### src/rtl/hex_disp_pkg.sv
// Shared definitions for the 6-digit display chain: digit count, largest
// displayable value, load presets and the auto-repeat state encoding.
package hex_disp_pkg;

  localparam int          DISP_DIGITS = 6;
  localparam int unsigned DISP_MAX    = 999999;

  localparam int unsigned PRESET_VAL [4] = '{123456, 654321, 666666, 995461};

  typedef enum logic [1:0] {
    IDLE   = 2'd0,
    DELAY  = 2'd1,
    REPEAT = 2'd2
  } rpt_state_e;

  // Preset lookup by the 2-bit select used on the load key.
  function automatic int unsigned preset_value(input logic [1:0] sel);
    return PRESET_VAL[sel];
  endfunction

endpackage

### src/rtl/key_filter.sv
// key_filter: synchronizes one raw active-low push-button, debounces it and
// emits a one-cycle press pulse on the accepted released->pressed transition.
// A key that is already held when reset is released is not armed until it has
// been seen released, so it cannot fire a press until released and pressed again.
module key_filter #(
  parameter int DEBOUNCE_CYC = 1000000
) (
  input  logic clk,
  input  logic reset,
  input  logic key_n,
  output logic pressed,
  output logic press
);

  localparam int CNT_W = (DEBOUNCE_CYC > 1) ? $clog2(DEBOUNCE_CYC) : 1;
  localparam logic [CNT_W-1:0] CNT_LAST = CNT_W'(DEBOUNCE_CYC - 1);

  logic [1:0]       sync_n;
  logic [1:0]       fill;
  logic             armed;
  logic [CNT_W-1:0] cnt;
  logic             raw_pressed;

  assign raw_pressed = ~sync_n[1];

  // Two-flop synchronizer; fill marks when sync_n[1] holds a real sample.
  always_ff @(posedge clk) begin
    if (reset) begin
      sync_n <= 2'b11;
      fill   <= 2'b00;
    end else begin
      sync_n <= {sync_n[0], key_n};
      fill   <= {fill[0], 1'b1};
    end
  end

  // Arm press detection once the key has been observed released after reset.
  always_ff @(posedge clk) begin
    if (reset) begin
      armed <= 1'b0;
    end else if (fill[1] && !raw_pressed) begin
      armed <= 1'b1;
    end
  end

  // Stability counter: accept a new level after DEBOUNCE_CYC differing cycles.
  always_ff @(posedge clk) begin
    if (reset) begin
      cnt     <= '0;
      pressed <= 1'b0;
      press   <= 1'b0;
    end else begin
      press <= 1'b0;
      if (raw_pressed != pressed) begin
        if (cnt == CNT_LAST) begin
          cnt     <= '0;
          pressed <= raw_pressed;
          press   <= raw_pressed & armed;
        end else begin
          cnt <= cnt + CNT_W'(1);
        end
      end else begin
        cnt <= '0;
      end
    end
  end

endmodule

### src/rtl/hex_value_ctrl.sv
// hex_value_ctrl: user-editable binary value feeding the binary-to-BCD stage.
// Up/down keys step with wrap-around in 0..MAX_VAL, the load key picks a preset.
// Build macro HEX_VALUE_CTRL_AUTO_REPEAT_EN adds hold-to-repeat stepping;
// without it every up/down press steps exactly once.
//
//   state  | meaning
//   IDLE   | no direction key being repeated
//   DELAY  | first step taken, waiting out the initial hold time
//   REPEAT | stepping once per repeat period while the key stays held
module hex_value_ctrl
  import hex_disp_pkg::*;
#(
  parameter int          WIDTH             = 20,
  parameter int unsigned MAX_VAL           = DISP_MAX,
  parameter int          DEBOUNCE_CYC      = 1000000,
  parameter int          REPEAT_DELAY_CYC  = 25000000,
  parameter int          REPEAT_PERIOD_CYC = 5000000
) (
  input  logic             clk,
  input  logic             reset,
  input  logic             key_up_n,
  input  logic             key_dn_n,
  input  logic             key_ld_n,
  input  logic [1:0]       preset_sel,
  output logic [WIDTH-1:0] data,
  output logic             data_valid
);

  localparam logic [WIDTH-1:0] MAX_W = WIDTH'(MAX_VAL);

  logic up_lvl, up_ev;
  logic dn_lvl, dn_ev;
  logic ld_lvl, ld_ev;
  logic step_up, step_dn;

  logic [31:0]      preset_raw;
  logic [WIDTH-1:0] load_val;
  logic [WIDTH-1:0] inc_val;
  logic [WIDTH-1:0] dec_val;

  key_filter #(.DEBOUNCE_CYC(DEBOUNCE_CYC)) u_key_up (
    .clk     (clk),
    .reset   (reset),
    .key_n   (key_up_n),
    .pressed (up_lvl),
    .press   (up_ev)
  );

  key_filter #(.DEBOUNCE_CYC(DEBOUNCE_CYC)) u_key_dn (
    .clk     (clk),
    .reset   (reset),
    .key_n   (key_dn_n),
    .pressed (dn_lvl),
    .press   (dn_ev)
  );

  key_filter #(.DEBOUNCE_CYC(DEBOUNCE_CYC)) u_key_ld (
    .clk     (clk),
    .reset   (reset),
    .key_n   (key_ld_n),
    .pressed (ld_lvl),
    .press   (ld_ev)
  );

  assign preset_raw = preset_value(preset_sel);

  // Candidate next values; presets above MAX_VAL are clamped so data stays in range.
  always_comb begin
    load_val = (preset_raw > MAX_VAL) ? MAX_W : WIDTH'(preset_raw);
    inc_val  = (data == MAX_W) ? '0 : data + WIDTH'(1);
    dec_val  = (data == '0) ? MAX_W : data - WIDTH'(1);
  end

`ifdef HEX_VALUE_CTRL_AUTO_REPEAT_EN
  localparam int RPT_MAX = (REPEAT_DELAY_CYC > REPEAT_PERIOD_CYC) ?
                           REPEAT_DELAY_CYC : REPEAT_PERIOD_CYC;
  localparam int RPT_W   = (RPT_MAX > 1) ? $clog2(RPT_MAX) : 1;
  localparam logic [RPT_W-1:0] DELAY_LAST  = RPT_W'(REPEAT_DELAY_CYC - 1);
  localparam logic [RPT_W-1:0] PERIOD_LAST = RPT_W'(REPEAT_PERIOD_CYC - 1);

  rpt_state_e       state_q, state_d;
  logic             dir_up_q, dir_up_d;
  logic [RPT_W-1:0] cnt_q, cnt_d;
  logic             abort;
  logic             unused_lvl;

  assign unused_lvl = ld_lvl;

  // Repeat state register: direction being held and hold-time counter.
  always_ff @(posedge clk) begin
    if (reset) begin
      state_q  <= IDLE;
      dir_up_q <= 1'b0;
      cnt_q    <= '0;
    end else begin
      state_q  <= state_d;
      dir_up_q <= dir_up_d;
      cnt_q    <= cnt_d;
    end
  end

  // Held key let go, opposite key pressed, or a load all end the repeat run.
  assign abort = ld_ev || (dir_up_q ? (!up_lvl || dn_lvl) : (!dn_lvl || up_lvl));

  // Next-state and step requests for the shared up/down repeat engine.
  always_comb begin
    state_d  = state_q;
    dir_up_d = dir_up_q;
    cnt_d    = cnt_q;
    step_up  = 1'b0;
    step_dn  = 1'b0;
    case (state_q)
      IDLE: begin
        if (!ld_ev && (up_ev ^ dn_ev)) begin
          step_up  = up_ev;
          step_dn  = dn_ev;
          dir_up_d = up_ev;
          cnt_d    = '0;
          state_d  = DELAY;
        end
      end
      DELAY, REPEAT: begin
        if (abort) begin
          cnt_d   = '0;
          state_d = IDLE;
        end else if (cnt_q == ((state_q == DELAY) ? DELAY_LAST : PERIOD_LAST)) begin
          step_up = dir_up_q;
          step_dn = !dir_up_q;
          cnt_d   = '0;
          state_d = REPEAT;
        end else begin
          cnt_d = cnt_q + RPT_W'(1);
        end
      end
      default: begin
        cnt_d   = '0;
        state_d = IDLE;
      end
    endcase
  end
`else
  logic unused_lvl;

  assign unused_lvl = ^{ld_lvl, up_lvl, dn_lvl,
                        32'(REPEAT_DELAY_CYC), 32'(REPEAT_PERIOD_CYC)};

  // One step per press; simultaneous up and down presses cancel.
  always_comb begin
    step_up = up_ev & ~dn_ev;
    step_dn = dn_ev & ~up_ev;
  end
`endif

  // Output register: load beats stepping; data_valid marks each new value.
  always_ff @(posedge clk) begin
    if (reset) begin
      data       <= '0;
      data_valid <= 1'b0;
    end else begin
      data_valid <= 1'b0;
      if (ld_ev) begin
        data       <= load_val;
        data_valid <= 1'b1;
      end else if (step_up) begin
        data       <= inc_val;
        data_valid <= 1'b1;
      end else if (step_dn) begin
        data       <= dec_val;
        data_valid <= 1'b1;
      end
    end
  end

endmodule

### config.mk
export PLATFORM = sky130hd
export DESIGN_NAME = hex_value_ctrl
export DESIGN_NICKNAME = d
export VERILOG_FILES = /design/src/rtl/hex_disp_pkg.sv /design/src/rtl/key_filter.sv /design/src/rtl/hex_value_ctrl.sv
export SDC_FILE = /design/constraint.sdc
export NUM_CORES = 1
export LEC_CHECK = 0
export BUFFER_PORTS_ARGS = -buffer_cell sky130_fd_sc_hd__buf_2
export CORE_AREA = 10 10 119 121
export CTS_CLUSTER_DIAMETER = 120
export DETAILED_ROUTE_END_ITERATION = 10
export DIE_AREA = 0 0 129 131
export HOLD_SLACK_MARGIN = 0.15
export REMOVE_ABC_BUFFERS = 1
export SYNTH_ARGS = -nofsm -noshare
export SYNTH_HDL_FRONTEND = slang
export SYNTH_SLANG_ARGS = --single-unit
### constraint.sdc
create_clock -name clk -period 1.99 [get_ports clk]
set_clock_uncertainty 0.15 [all_clocks]
set_input_delay 0.398 -clock clk [delete_from_list [all_inputs] [get_ports clk]]
set_output_delay 0.398 -clock clk [all_outputs]
set_load 0.02 [all_outputs]
Word level (Yosys, flattened, before mapping)
Index checks and enable logic that the tools add are counted.
W data, S select, Z words.
{ "word_totals": {"regBits": 102, "input_bits": 7, "out_inout_bits": 21, "wordCells": 83} }
{ "op_classes": {"addsub": 5, "magnitude_cmp": 2, "n_eq_ne": 7, "n_mux": 15, "n_bitwise": 17, "n_reduce_logical": 14} }
{ "op_table": {"columns": ["operator", "n"], "rows": [
  ["$mux W20", 6],
  ["$add A20 B1 Y20 const B", 4],
  ["$eq A20 B20 Y1 const B", 4],
  ["$bmux W32 S2", 1],
  ["$mux W32", 2],
  ["$gt A32 B20 Y1 const B", 1],
  ["$logic_not A20 Y1", 1],
  ["$sub A20 B1 Y20 const B", 1],
  ["$reduce_or A3 Y1", 6],
  ["$not A1 Y1", 11],
  ["$mux W1", 6],
  ["$reduce_and A2 Y1", 3],
  ["$and A1 B1 Y1", 5],
  ["$ge A3 B3 Y1 const B", 1],
  ["$logic_and A1 B1 Y1", 3],
  ["$ne A1 B1 Y1", 3],
  ["$not A2 Y3", 1],
  ["$reduce_bool A3 Y1", 1]
]} }

Logic depth before layout (Yosys ltp)
Gate-level depths: netlist of run 1.
{ "depth": {"depth_word": 7, "ltp_mapped": 9, "mapped_depth_nobuf": 8} }

By module
A second synthesis of run 1 with hierarchy kept.
{ "unflattened": {"cells_unflattened": 663, "hier_area_um2": 5720.5} }
{ "modules_own_cells": {"columns": ["mod", "instances", "cells_each", "area_each_um2", "seq_area_each_um2"], "rows": [
  ["key_filter", 3, 121, 1142.3, 540.5],
  ["hex_value_ctrl", 1, 300, 2293.4, 420.4]
]} }

Worst setup path after synthesis of run 1
OpenSTA, ideal clock, no wires.
{ "synth_path": {"path_kind": "flip-flop to flip-flop", "start": "register data[16]", "end": "register data[2]", "setup_ps": 103, "arrival_ps": 2004, "required_ps": 1737, "path_slack_ps": -268, "stages_incl_launch_ff": 8, "path_buffers": 1, "synth_period_minus_slack_ps": 2258, "path_cell_list": "dfxtp_1 -> buf_6 -> or4_4 -> nand4bb_4 -> or3_4 -> a21oi_2 -> nor3_1 -> a2111oi_2"} }
{ "synth_via": {"elab_chain_cells": 5, "word_cells_on_any_way": 7, "classes_between": "eq/ne: 1; mux: 5; reduce/logical: 1"} }
{ "synth_lines": {"columns": ["element", "line", "text"], "rows": [
  ["start: declaration", "hex_value_ctrl.sv:25", "output logic [WIDTH-1:0] data,"],
  ["start signal: assignment", "hex_value_ctrl.sv:162", "data <= load_val;"],
  ["start signal: assignment", "hex_value_ctrl.sv:165", "data <= inc_val;"],
  ["start signal: assignment", "hex_value_ctrl.sv:168", "data <= dec_val;"],
  ["$logic_not A20 Y1", "hex_value_ctrl.sv:71", "dec_val = (data == '0) ? MAX_W : data - WIDTH'(1);"],
  ["$mux W20", "hex_value_ctrl.sv:71", null],
  ["$mux W20", "hex_value_ctrl.sv:167", "end else if (step_dn) begin"],
  ["$mux W20 (*)", "hex_value_ctrl.sv:164", "end else if (step_up) begin"],
  ["$mux W20 (*)", "hex_value_ctrl.sv:161", "if (ld_ev) begin"]
]} }
Every way passes the cells marked *; elsewhere a longest branch is shown, timed or not. The select of a mux whose other input is x is not followed.
A chain may end at the register's enable or synchronous reset.

Worst setup path in the final report of run 1
{ "layout_path": {"start": "register data[16]", "end": "register data[17]"} }
{ "layout_via": {"elab_chain_cells": 5, "word_cells_on_any_way": 9, "classes_between": "add/sub: 2; eq/ne: 1; mux: 5; reduce/logical: 1"} }
{ "layout_lines": {"columns": ["element", "line"], "rows": [
  ["$sub A20 B1 Y20 or $logic_not A20 Y1 (tied branches)", "hex_value_ctrl.sv:71"],
  ["$mux W20", "hex_value_ctrl.sv:71"],
  ["$mux W20", "hex_value_ctrl.sv:167"],
  ["$mux W20 (*)", "hex_value_ctrl.sv:164"],
  ["$mux W20 (*)", "hex_value_ctrl.sv:161"]
]} }
Marks and branches as above.

==> out/metrics.yaml, run 1 <==
grt:
  gr-total-overflow: 0
  antenna_found_initial: 0
  grtUsageMet1_pct: 23.5
  grt_max_degree: 22
  use_met3_pct: 3.59
  top_usage_layer: "met2"
  grt_usage_pct: 18.3
  grt_pass1_wl_um: 24400
  grt_pass1_vias: 4782
  met2_usage_pct: 28.8
final_layout:
  final_area_sq_um: 7010
  antenna_cells: 0
  nets: 801
  final_layout_size_suffix_gt1_share_pct: 30.9
  fillCellCount: 1062
  areaGrowthSynthToFinish_pct: 34.5
logic_synthesis:
  ys_top_cells_by_area: "dfxtp_1, nor2_1, xor2_1"
  syn_inst: 644
  synth_seq_cells: 98
  synth_top_family_by_area: "simple AND/OR/NAND/NOR gates"
  synth_simple_gate_area_share_pct: 30.5
  synth_xor_area_share_pct: 11.6
  async_flop_share_pct: 0
  synth_compound_area_share_pct: 12.4
  synthAdderAreaFrac_pct: 3.12
  synth-main-ff-cell: "dfxtp_1"
  synthMuxAreaShare_pct: 0.408
  ys_types: 67
  seq_area_frac_synth_pct: 37.6
  synth_warnings: 0
  synth_edf_count: 0
  yosysTopAreaCell: "dfxtp_1"
  synth_top_area_share_pct: 37.6
  netlist_area_sq_um: 5210
  syn_avg_cell_area_sq_um: 8.10
critical_path:
  reg2reg_from: "data[16]"
  crit_path_max_incr_delay_ns: 0.53
  path_buf_inv: 2
  path_class: "reg2reg"
  worstSetupStartpoint: "data[16]"
  crit_path_start_kind: "register"
  arrival_ns: 2.31
  end_kind: "register"
  slowest_stage: "or4_4"
  crit_required_ns: 2.11
  path_max_fanout: 4
  crit_chain: "or4_4 > nand4bb_4 > buf_6 > o31ai_4 > buf_4 > a221oi_2 > o32ai_1"
  path_delay_family: "simple AND/OR/NAND/NOR gates"
timing:
  fmax_mhz: 458
  setup_viol: 17
  finalMaxSlewViolations: 0
  rsz0062_at_grt: "true"
  tightest_slew_ns: 0.428
  slew_headroom_pct: 71.2
  min_period_over_period_pct: 110
  holdWs_ns: 0.260
  period_minus_slack_ns: 2.18
  final.setup.worst_slack_ns: -0.193
  finalHoldViolCount: 0
die:
  io_pins: 28
  die_x_um: 129
  coreArea_sq_um: 11800
  rows: 40
  start_util_pct: 44.1
  die_area_sq_um: 16900
  die_h_um: 131
routing:
  drt-total-wl_um: 15500
  dr.pass1.iters: 5
  post-route-drc-count: 0
  drt-initial-drc-count: 545
  ant_nets: 0
  wire_per_inst_um: 16.6
  via_per_inst: 5.60
  vias: 5228
power_and_ir_drop:
  power.leakage_uw: 0.00273
  powerDensity_nw_per_um2: 537
  peakVddDrop_uv: 686
placement:
  portBuffers: 27
  place.detailed.hpwl_um: 11300
  dpl_cell_area_sq_um: 6360
  place.gp.congestion: 0.956
run:
  drv_cap: 0
outcome:
  violations: "negative setup slack"
  status: "finished, violations left"
min_path:
  hold_path.class: "reg2reg"
  hp-start: "u_key_dn.sync_n[0]"
clock_network:
  path_clk_slew_ns: 0.08
  insertion_delay_ns: 0.36
  clockBufferDepth: 2
  cts.sinks: 98
  root_buffer: "clkbuf_16"
  htree_levels: 3
  cts_inserted_buffers: 9
  tritoncts: "done"
## area by class of cell
| class | instances | area [sq um] | share of cell area [%] |
|---|---|---|---|
| clock inverter | 7 | 61.3 | 0.874 |
| timing repair buffer | 158 | 1230 | 17.6 |
| sequential | 98 | 1980 | 28.3 |
| multi-input combinational | 491 | 3240 | 46.2 |
| inverter | 23 | 86.3 | 1.23 |
| clock buffer | 9 | 225 | 3.21 |
| tap | 147 | 184 | 2.62 |
## kinds of logic (layout without fill, tap and decap cells)
kind of cell / Yosys count / after routing
AO/OA/AOI/OAI: 96 / 96
XOR/XNOR: 69 / 69
adder cells (fa/ha/maj): 13 / 13
buffers and inverters: 55 / 197
flip-flops: 98 / 98
multiplexers: 2 / 2
AND/OR/NAND/NOR: 311 / 311
## final timing paths
path                   endpoint  slack (ns)  cells past startpoint
min          u_key_dn.sync_n[1]        0.26                      1
min reg2reg  u_key_dn.sync_n[1]        0.26                      1
max                    data[17]       -0.19                      7
max reg2reg            data[17]       -0.19                      7
## flip-flops by register name (all words and copies together), names as in the netlist
name and cells:
u_key_up.fill 2, u_key_dn.press 1, u_key_ld.cnt 20, u_key_ld.armed 1
u_key_up.pressed 1, u_key_up.sync_n 2, u_key_up.cnt 20, data_valid 1
u_key_ld.pressed 1, data 20, u_key_dn.armed 1, u_key_dn.pressed 1
u_key_ld.sync_n 2, u_key_dn.cnt 20, u_key_up.armed 1, u_key_up.press 1
u_key_dn.sync_n 2, u_key_ld.press 1
## Yosys cell counts (all sizes together) (11+ instances only)
master / instances
xor2: 41
nand2: 44
clkbuf: 21
a21oi: 28
nor2: 122
buf: 11
inv: 22
nand4: 26
dfxtp: 98
o21ai: 21
xnor2: 28
nor3: 24
ha: 13
nand3: 30
## per-stage QoR
stage               utilization, %  setup WS [ns]  TNS [ns]  cells  total power [uW]
global placement              53.9         -0.253     -2.01    905              2110
global route                  59.4         -0.274     -3.15    933              3910
CTS                           57.5         -0.138     -1.31    927              3820
floorplan                        -         -0.455     -5.64    612              2060
detailed placement            53.9         -0.269     -2.36    905              2120
finish                        59.4         -0.193     -1.41    933              3770
## report_power, final
group | leakage [uW] | switching (uW) | total [uW] | internal (uW)
logic | 0.00179 | 55.5 | 96.4 | 40.9
registers | 0.000798 | 8.11 | 1980 | 1970
clock network | 0.000134 | 825 | 1690 | 868
total | 0.00273 | 889 | 3770 | 2880
## metal layers
layer	up-vias	routed length, um
met2	191	7180
met3	46	1100
met4	0	554
met1	2445	6690
li1	2546	-
met5	-	0
## placed cells by master (no fill, tap or decap), types with 6 or more instances in the layout
cell type	Yosys	final
ha_1	13	11
buf_12	0	6
or2_2	7	7
dfxtp_2	0	7
xnor2_1	28	28
nor3_2	2	10
buf_2	7	27
xor2_1	41	41
nand2_1	44	41
inv_1	22	20
o21ai_0	13	13
nor2_2	0	6
nand3_1	30	29
buf_4	1	114
nand4_1	26	26
clkbuf_16	0	9
nor2_1	122	115
and3_1	7	7
dfxtp_1	98	88
o21ai_1	8	6
a211oi_1	8	8
nor3_1	22	12
a21oi_1	27	26
buf_6	1	8
nor4_1	9	8
## repair_timing
| item | in CTS | in global routing |
|---|---|---|
| hold buffers | 3 | 0 |
| pin swaps | 5 | 18 |
| resized for setup | 24 | 48 |
| setup buffers | 3 | 6 |
| setup endpoints to repair | 28 | 83 |
| hold endpoints to repair | 3 | 0 |
(Power assumes the default switching activity.)
==> inputs of run 2 (changes only) <==
CORE_AREA = 10 10 124 126   (was 10 10 119 121)
DIE_AREA = 0 0 134 136   (was 0 0 129 131)
PLACE_DENSITY = 0.67   (was unset)
SYNTH_HIERARCHICAL = 1   (was unset)
==> run 2 against run 1 <==
The run still ends with negative setup slack left. Register-to-register slack better by 0.05 ns. Sequential power is 4% higher. First-iteration DRC count is 46% lower. Clock power is 8% higher. Sequential cell count is 4 higher. Critical endpoint is now data[15]. Largest cell class unchanged. Largest power group unchanged.
==> out/metrics.yaml, run 2 <==
final_layout:
  final_area_sq_um: 7480  # +6.7%
  nets: 810  # +1.1%
  mostFrequentLayoutCell: "buf_4"
  areaGrowthSynthToFinish_pct: 30.8
  most-common-layout-cells: "buf_4, dfxtp_1, nor2_1"
  final_cells: 970  # +4.0%
  final_layout_size_suffix_gt1_share_pct: 34.6  # +3.7 points
  antenna_cells: 0  # unchanged
  fillCellCount: 1130  # +6.4%
timing:
  finalHoldViolCount: 0  # unchanged
  slew_headroom_pct: 72.2  # +0.94 points
  period_minus_slack_ns: 2.13  # -0.0530 ns
  fmax_mhz: 469  # +2.5%
  final.setup.worst_slack_ns: -0.140  # +0.0530 ns
  finalMaxSlewViolations: 0  # unchanged
  setup_viol: 9  # -8
  min_period_over_period_pct: 107  # -2.7 points
  rsz0062_at_grt: "true"
  holdWs_ns: 0.259  # -0.00133 ns
  tightest_slew_ns: 0.418  # -0.0101 ns
  fin_tns_setup_ns: -0.401  # +1.01 ns
critical_path:
  path_class: "reg2reg"
  crit_required_ns: 2.08  # -0.03 ns
  path_max_fanout: 2  # -2
  crit_path_start_kind: "register"
  end_kind: "register"
  arrival_ns: 2.22  # -0.09 ns
grt:
  top_usage_layer: "met2"
  grt_pass1_vias: 5124  # +7.2%
  met2_usage_pct: 27.8  # -0.98 points
  gr-total-overflow: 0  # unchanged
  grt_pass1_wl_um: 25000  # +2.5%
  grt_usage_pct: 16.5  # -1.8 points
  grt_max_degree: 23  # +4.5%
  antenna_found_initial: 0  # unchanged
  use_met3_pct: 2.88  # -0.71 points
  grtUsageMet1_pct: 20.1  # -3.4 points
clock_network:
  clockBufferDepth: 2  # unchanged
  cts.sinks: 102  # +4.1%
  tritoncts: "done"
  cts_inserted_buffers: 9  # unchanged
  path_clk_slew_ns: 0.07  # about the same
  root_buffer: "clkbuf_16"
  insertion_delay_ns: 0.35  # about the same
  htree_levels: 3  # unchanged
logic_synthesis:
  syn_inst: 663  # +3.0%
  ys_top_cells_by_area: "dfxtp_1, xnor2_1, nor2_1"
  yosysMostFrequentCell: "dfxtp_1"
  synth_top_family_by_area: "simple AND/OR/NAND/NOR gates"
  seq_area_frac_synth_pct: 35.7  # -1.9 points
  synth-main-ff-cell: "dfxtp_1"
  synth_simple_gate_area_share_pct: 32.4  # +1.9 points
  synth_top_area_share_pct: 35.7  # -1.9 points
  syn_avg_cell_area_sq_um: 8.63  # +6.6%
  yosysTopAreaCell: "dfxtp_1"
  yosys-top-cells-count: "dfxtp_1, nor2_1, xnor2_1, nand2_1, a21oi_1"
  synth_xor_area_share_pct: 10.1  # -1.5 points
  ys_types: 75  # +12%
  synth_seq_cells: 102  # +4.1%
  synthMuxAreaShare_pct: 0.350  # -0.058 points
  synth_warnings: 6  # +6
  synth_compound_area_share_pct: 12.3  # -0.14 points
  async_flop_share_pct: 0  # unchanged
  synth_edf_count: 0  # unchanged
  netlist_area_sq_um: 5720  # +9.7%
  synthAdderAreaFrac_pct: 3.06  # -0.058 points
die:
  io_pins: 28  # unchanged
  die_h_um: 136  # +3.8%
  start_util_pct: 44.1  # -0.070 points
  die_x_um: 134  # +3.9%
  coreArea_sq_um: 13000  # +9.9%
  rows: 42  # +5.0%
  die_area_sq_um: 18200  # +7.8%
routing:
  via_per_inst: 5.52  # -1.5%
  drt-initial-drc-count: 293  # -46%
  drt-total-wl_um: 15500  # -0.28%
  wire_per_inst_um: 16.0  # -4.1%
  ant_nets: 0  # unchanged
  vias: 5353  # +2.4%
  post-route-drc-count: 0  # unchanged
  dr.pass1.iters: 7  # +2
power_and_ir_drop:
  power_uw: 3990  # +6.0%
  power.leakage_uw: 0.00282  # +3.6%
  peakVddDrop_uv: 497  # -28%
  powerDensity_nw_per_um2: 534  # -0.66%
placement:
  dpl_cell_area_sq_um: 6660  # +4.7%
  place.gp.congestion: 0.970  # +1.4%
  dp_cells: 936  # +3.4%
  portBuffers: 27  # unchanged
  place.detailed.hpwl_um: 11000  # -2.3%
min_path:
  hold_path.class: "reg2reg"
outcome:
  violations: "negative setup slack"
  status: "finished, violations left"
run:
  drv_cap: 0  # unchanged
run 2: cell types whose count changed in the layout (fill, tap and decap cells not counted), sizes merged, moves of 5 or more:
cell / delta
xor2: -31
or4: +5
buf: -12
nor2: -23
xnor2: +27
nor4: +14
nor3: +8
or3: +6
a21oi: +10
a211oi: -5
inv: +10
run 2: logic make-up (layout without fill, tap and decap cells):
group,after synthesis,in the layout
compound gates,102,102
flops,102,102
fa+ha+maj,14,14
buf+inv,64,195
xor+xnor,65,65
simple gates,314,314
mux,2,2
run 2: layout make-up:
cell class	count	area, sq um	share of cell area, %
Multi-Input combinational cell	497	3650	48.7
Sequential cell	102	2060	27.5
Timing Repair Buffer	146	1120	15.0
Clock buffer	10	239	3.19
Tap cell	176	220	2.94
Inverter	33	126	1.69
Clock inverter	6	70.1	0.936
run 2: report_power, final:
part | total, uW | switching, uW | leakage (uW) | internal, uW
sequential | 2060 | 8.56 | 0.000832 | 2060
clock | 1830 | 814 | 0.000147 | 1020
combinational | 94.8 | 55.0 | 0.00184 | 39.8
run 2: final timing paths:
check / cells past startpoint / start / endpoint / slack (ns)
max: 5 / data[14] / data[15] / -0.14
min: 1 / u_key_up/sync_n[0] / u_key_up/sync_n[1] / 0.26
max reg2reg: 5 / data[14] / data[15] / -0.14
min reg2reg: 1 / u_key_up/sync_n[0] / u_key_up/sync_n[1] / 0.26
run 2: stage by stage:
step | setup slack [ns] | utilization [%]
2_1_floorplan | -0.361 | -
3_3_place_gp | -0.142 | 51.3
3_5_place_dp | -0.174 | 51.3
4_1_cts | -0.156 | 55.6
5_1_grt | -0.238 | 57.7
6_report | -0.140 | 57.7
run 2: what timing repair did:
action,in CTS,in global routing
endpoints found under the setup margin,20,41
gates cloned,0,0
endpoints found under the hold margin,3,0
gates resized for setup,41,53
hold buffers,3,0
pin swaps,24,20
buffers inserted,11,8
run 2: worst max-delay path, cell delays in order (launching register included):
cell and delay, ns:
dfxtp_1 0.31, or4_4 0.54, or4_4 0.51, xnor2_2 0.16
a221oi_2 0.29, nor4_2 0.06
run 2: layer usage:
layer / share of wire [%] / wire length [um] / up-vias
met1: 43 / 6710 / 2527
li1: - / - / 2609
met3: 5.9 / 914 / 35
met4: 2.4 / 374 / 0
met5: 0 / 0 / -
met2: 48 / 7490 / 182
==> inputs of run 3 (changes only) <==
CORE_AREA = 10 10 109 111   (was 10 10 124 126)
DIE_AREA = 0 0 119 121   (was 0 0 134 136)
PLACE_DENSITY = 0.78   (was 0.67)
SYNTH_HIERARCHICAL = unset   (was 1)
==> run 3 against run 2 <==
Clock-buffer cell count shrank 1. Sequential share of layout area grew 2.0 points. Setup slack gained 0.0049 ns. Via count down 3.9%. Total power shrank 15%. Non-clock buffer count fell by 3. Global-route usage rose by 3.7 points. Design area shrank 11%. Fmax is 0.23% higher. The run still ends with negative setup slack left. Register-to-register slack about the same. Combinational power fell by 3.6%.
==> out/metrics.yaml, run 3 (synthesis results as in run 1) <==
outcome:
  status: "finished, violations left"
  violations: "negative setup slack"
routing:
  wire_per_inst_um: 16.3  # +1.9%
  drt-total-wl_um: 14700  # -5.0%
  via_per_inst: 5.69  # +3.1%
  drt-initial-drc-count: 386  # +32%
  post-route-drc-count: 0  # unchanged
  ant_nets: 0  # unchanged
  dr.pass1.iters: 6  # -1
  vias: 5143  # -3.9%
final_layout:
  mostFrequentLayoutCell: "nor2_1"
  layout.core_utilization_pct: 69.4  # +12 points
  nets: 786  # -3.0%
  final_layout_size_suffix_gt1_share_pct: 27.5  # -7.1 points
  areaGrowthSynthToFinish_pct: 28.3
  final_area_sq_um: 6690  # -11%
  most-common-layout-cells: "nor2_1, buf_4, dfxtp_1"
  antenna_cells: 0  # unchanged
clock_network:
  root_buffer: "clkbuf_8"
  cts.sinks: 98  # -3.9%
  htree_levels: 3  # unchanged
  tritoncts: "done"
  insertion_delay_ns: 0.38  # +0.03 ns
  cts_inserted_buffers: 9  # unchanged
  clockBufferDepth: 2  # unchanged
  path_clk_slew_ns: 0.10  # +0.03 ns
grt:
  grt_max_degree: 21  # -8.7%
  antenna_found_initial: 0  # unchanged
  grt_usage_pct: 20.3  # +3.7 points
  gr-total-overflow: 0  # unchanged
  grt_pass1_wl_um: 24400  # -2.3%
  grt_pass1_vias: 5060  # -1.2%
critical_path:
  path_class: "reg2reg"
  slowest_stage: "or4_4"
  end_kind: "register"
  critical_path_depth: 7  # +2
  reg2reg_from: "data[16]"
  path_buf_inv: 2  # +2
  arrival_ns: 2.27  # +0.05 ns
  crit_required_ns: 2.13  # +0.05 ns
  crit_chain: "or4_4 > nand4bb_4 > buf_6 > o31ai_4 > buf_4 > a221oi_2 > o32ai_1"
  crit_path_max_incr_delay_ns: 0.53  # about the same
  r2r_end: "data[17]"
  reg2regPathDepth: 7  # +2
  crit_path_start_kind: "register"
  endpoint: "data[17]"
  reg2reg_slack_ns: -0.14  # about the same
  path_delay_family: "simple AND/OR/NAND/NOR gates"
  path_max_fanout: 5  # +3
  worstSetupStartpoint: "data[16]"
power_and_ir_drop:
  powerDensity_nw_per_um2: 507  # -5.0%
  peakVddDrop_uv: 528  # +6.2%
  power_uw: 3390  # -15%
  power.leakage_uw: 0.00260  # -7.9%
die:
  die_h_um: 121  # -11%
  start_util_pct: 54.1  # +10 points
  io_pins: 28  # unchanged
  die_x_um: 119  # -11%
  rows: 36  # -14%
  coreArea_sq_um: 9640  # -26%
  die_area_sq_um: 14400  # -21%
timing:
  rsz0062_at_grt: "true"
  setup_viol: 17  # +8
  finalMaxSlewViolations: 0  # unchanged
  slew_headroom_pct: 66.4  # -5.7 points
  tightest_slew_ns: 0.502  # +0.0843 ns
  period_minus_slack_ns: 2.13  # -0.00487 ns
  final.setup.worst_slack_ns: -0.136  # +0.00487 ns
  min_period_over_period_pct: 107  # -0.24 points
  fmax_mhz: 470  # +0.23%
  finalHoldViolCount: 0  # unchanged
min_path:
  hold_path.class: "reg2reg"
placement:
  place.detailed.hpwl_um: 10900  # -1.6%
  dpl_cell_area_sq_um: 6240  # -6.3%
  place.gp.congestion: 0.970  # unchanged
  portBuffers: 27  # unchanged
run:
  drv_cap: 0  # unchanged
[run 3: cell count changes in the layout (fill, tap and decap cells not counted), moves of 9 or more]
cell	previous run	this run
a21oi_1	36	27
clkbuf_16	9	0
inv_1	31	22
nor2_1	90	118
xnor2_1	53	28
xor2_1	9	41
[run 3: cell type report]
| class | count | area (sq um) |
|---|---|---|
| multi-input cells | 491 | 3180 |
| inverters | 23 | 86.3 |
| well taps | 133 | 166 |
| clock buffers | 9 | 124 |
| clock inverters | 7 | 77.6 |
| flip-flops and latches | 98 | 1980 |
| fillers | 790 | 2950 |
| repair buffers | 143 | 1080 |
[run 3: worst min path at each step]
stage	cells past startpoint	from	slack, ns	to
2_1_floorplan	1	u_key_dn.sync_n[0]	0.24	u_key_dn.sync_n[1]
3_3_place_gp	1	u_key_ld.sync_n[0]	0.24	u_key_ld.sync_n[1]
6_report	1	u_key_dn.sync_n[0]	0.26	u_key_dn.sync_n[1]
4_1_cts	3	preset_sel[0]	0.25	data[0]
5_1_grt	3	preset_sel[0]	0.27	data[0]
3_5_place_dp	1	u_key_dn.sync_n[0]	0.24	u_key_dn.sync_n[1]
[run 3: what timing repair did]
item | CTS | global route
hold buffers | 4 | 0
pin swaps | 7 | 4
setup buffers | 2 | 0
resized for setup | 27 | 26
hold endpoints to repair | 4 | 0
endpoints found under the setup margin | 39 | 63
[run 3: power breakdown]
| part | total [uW] | internal [uW] | leakage (uW) | switching (uW) |
|---|---|---|---|---|
| sequential | 1980 | 1970 | 0.000798 | 8.17 |
| combinational | 91.4 | 37.2 | 0.00170 | 54.2 |
| clock | 1320 | 590 | 0.0000998 | 729 |
[run 3: stage by stage]
stage	setup slack, ns	hold WS (ns)	TNS [ns]	cells
2_1_floorplan	-0.455	0.239	-5.64	612
3_3_place_gp	-0.137	0.243	-0.817	882
3_5_place_dp	-0.127	0.243	-1.59	882
4_1_cts	-0.105	0.249	-0.750	904
5_1_grt	-0.256	0.267	-3.25	904
6_report	-0.136	0.264	-1.35	904
[run 3: per-layer routing]
metal  up-vias  routed length, um  global-route usage, %  part of all wire [%]
li1       2505                  -                      -                     -
met1      2417               6370                   25.1                    43
met2       174               6800                   33.3                    46
met3        47               1030                   3.96                   7.0
met4         0                493                   9.54                   3.4
met5         -                  0                      0                     0
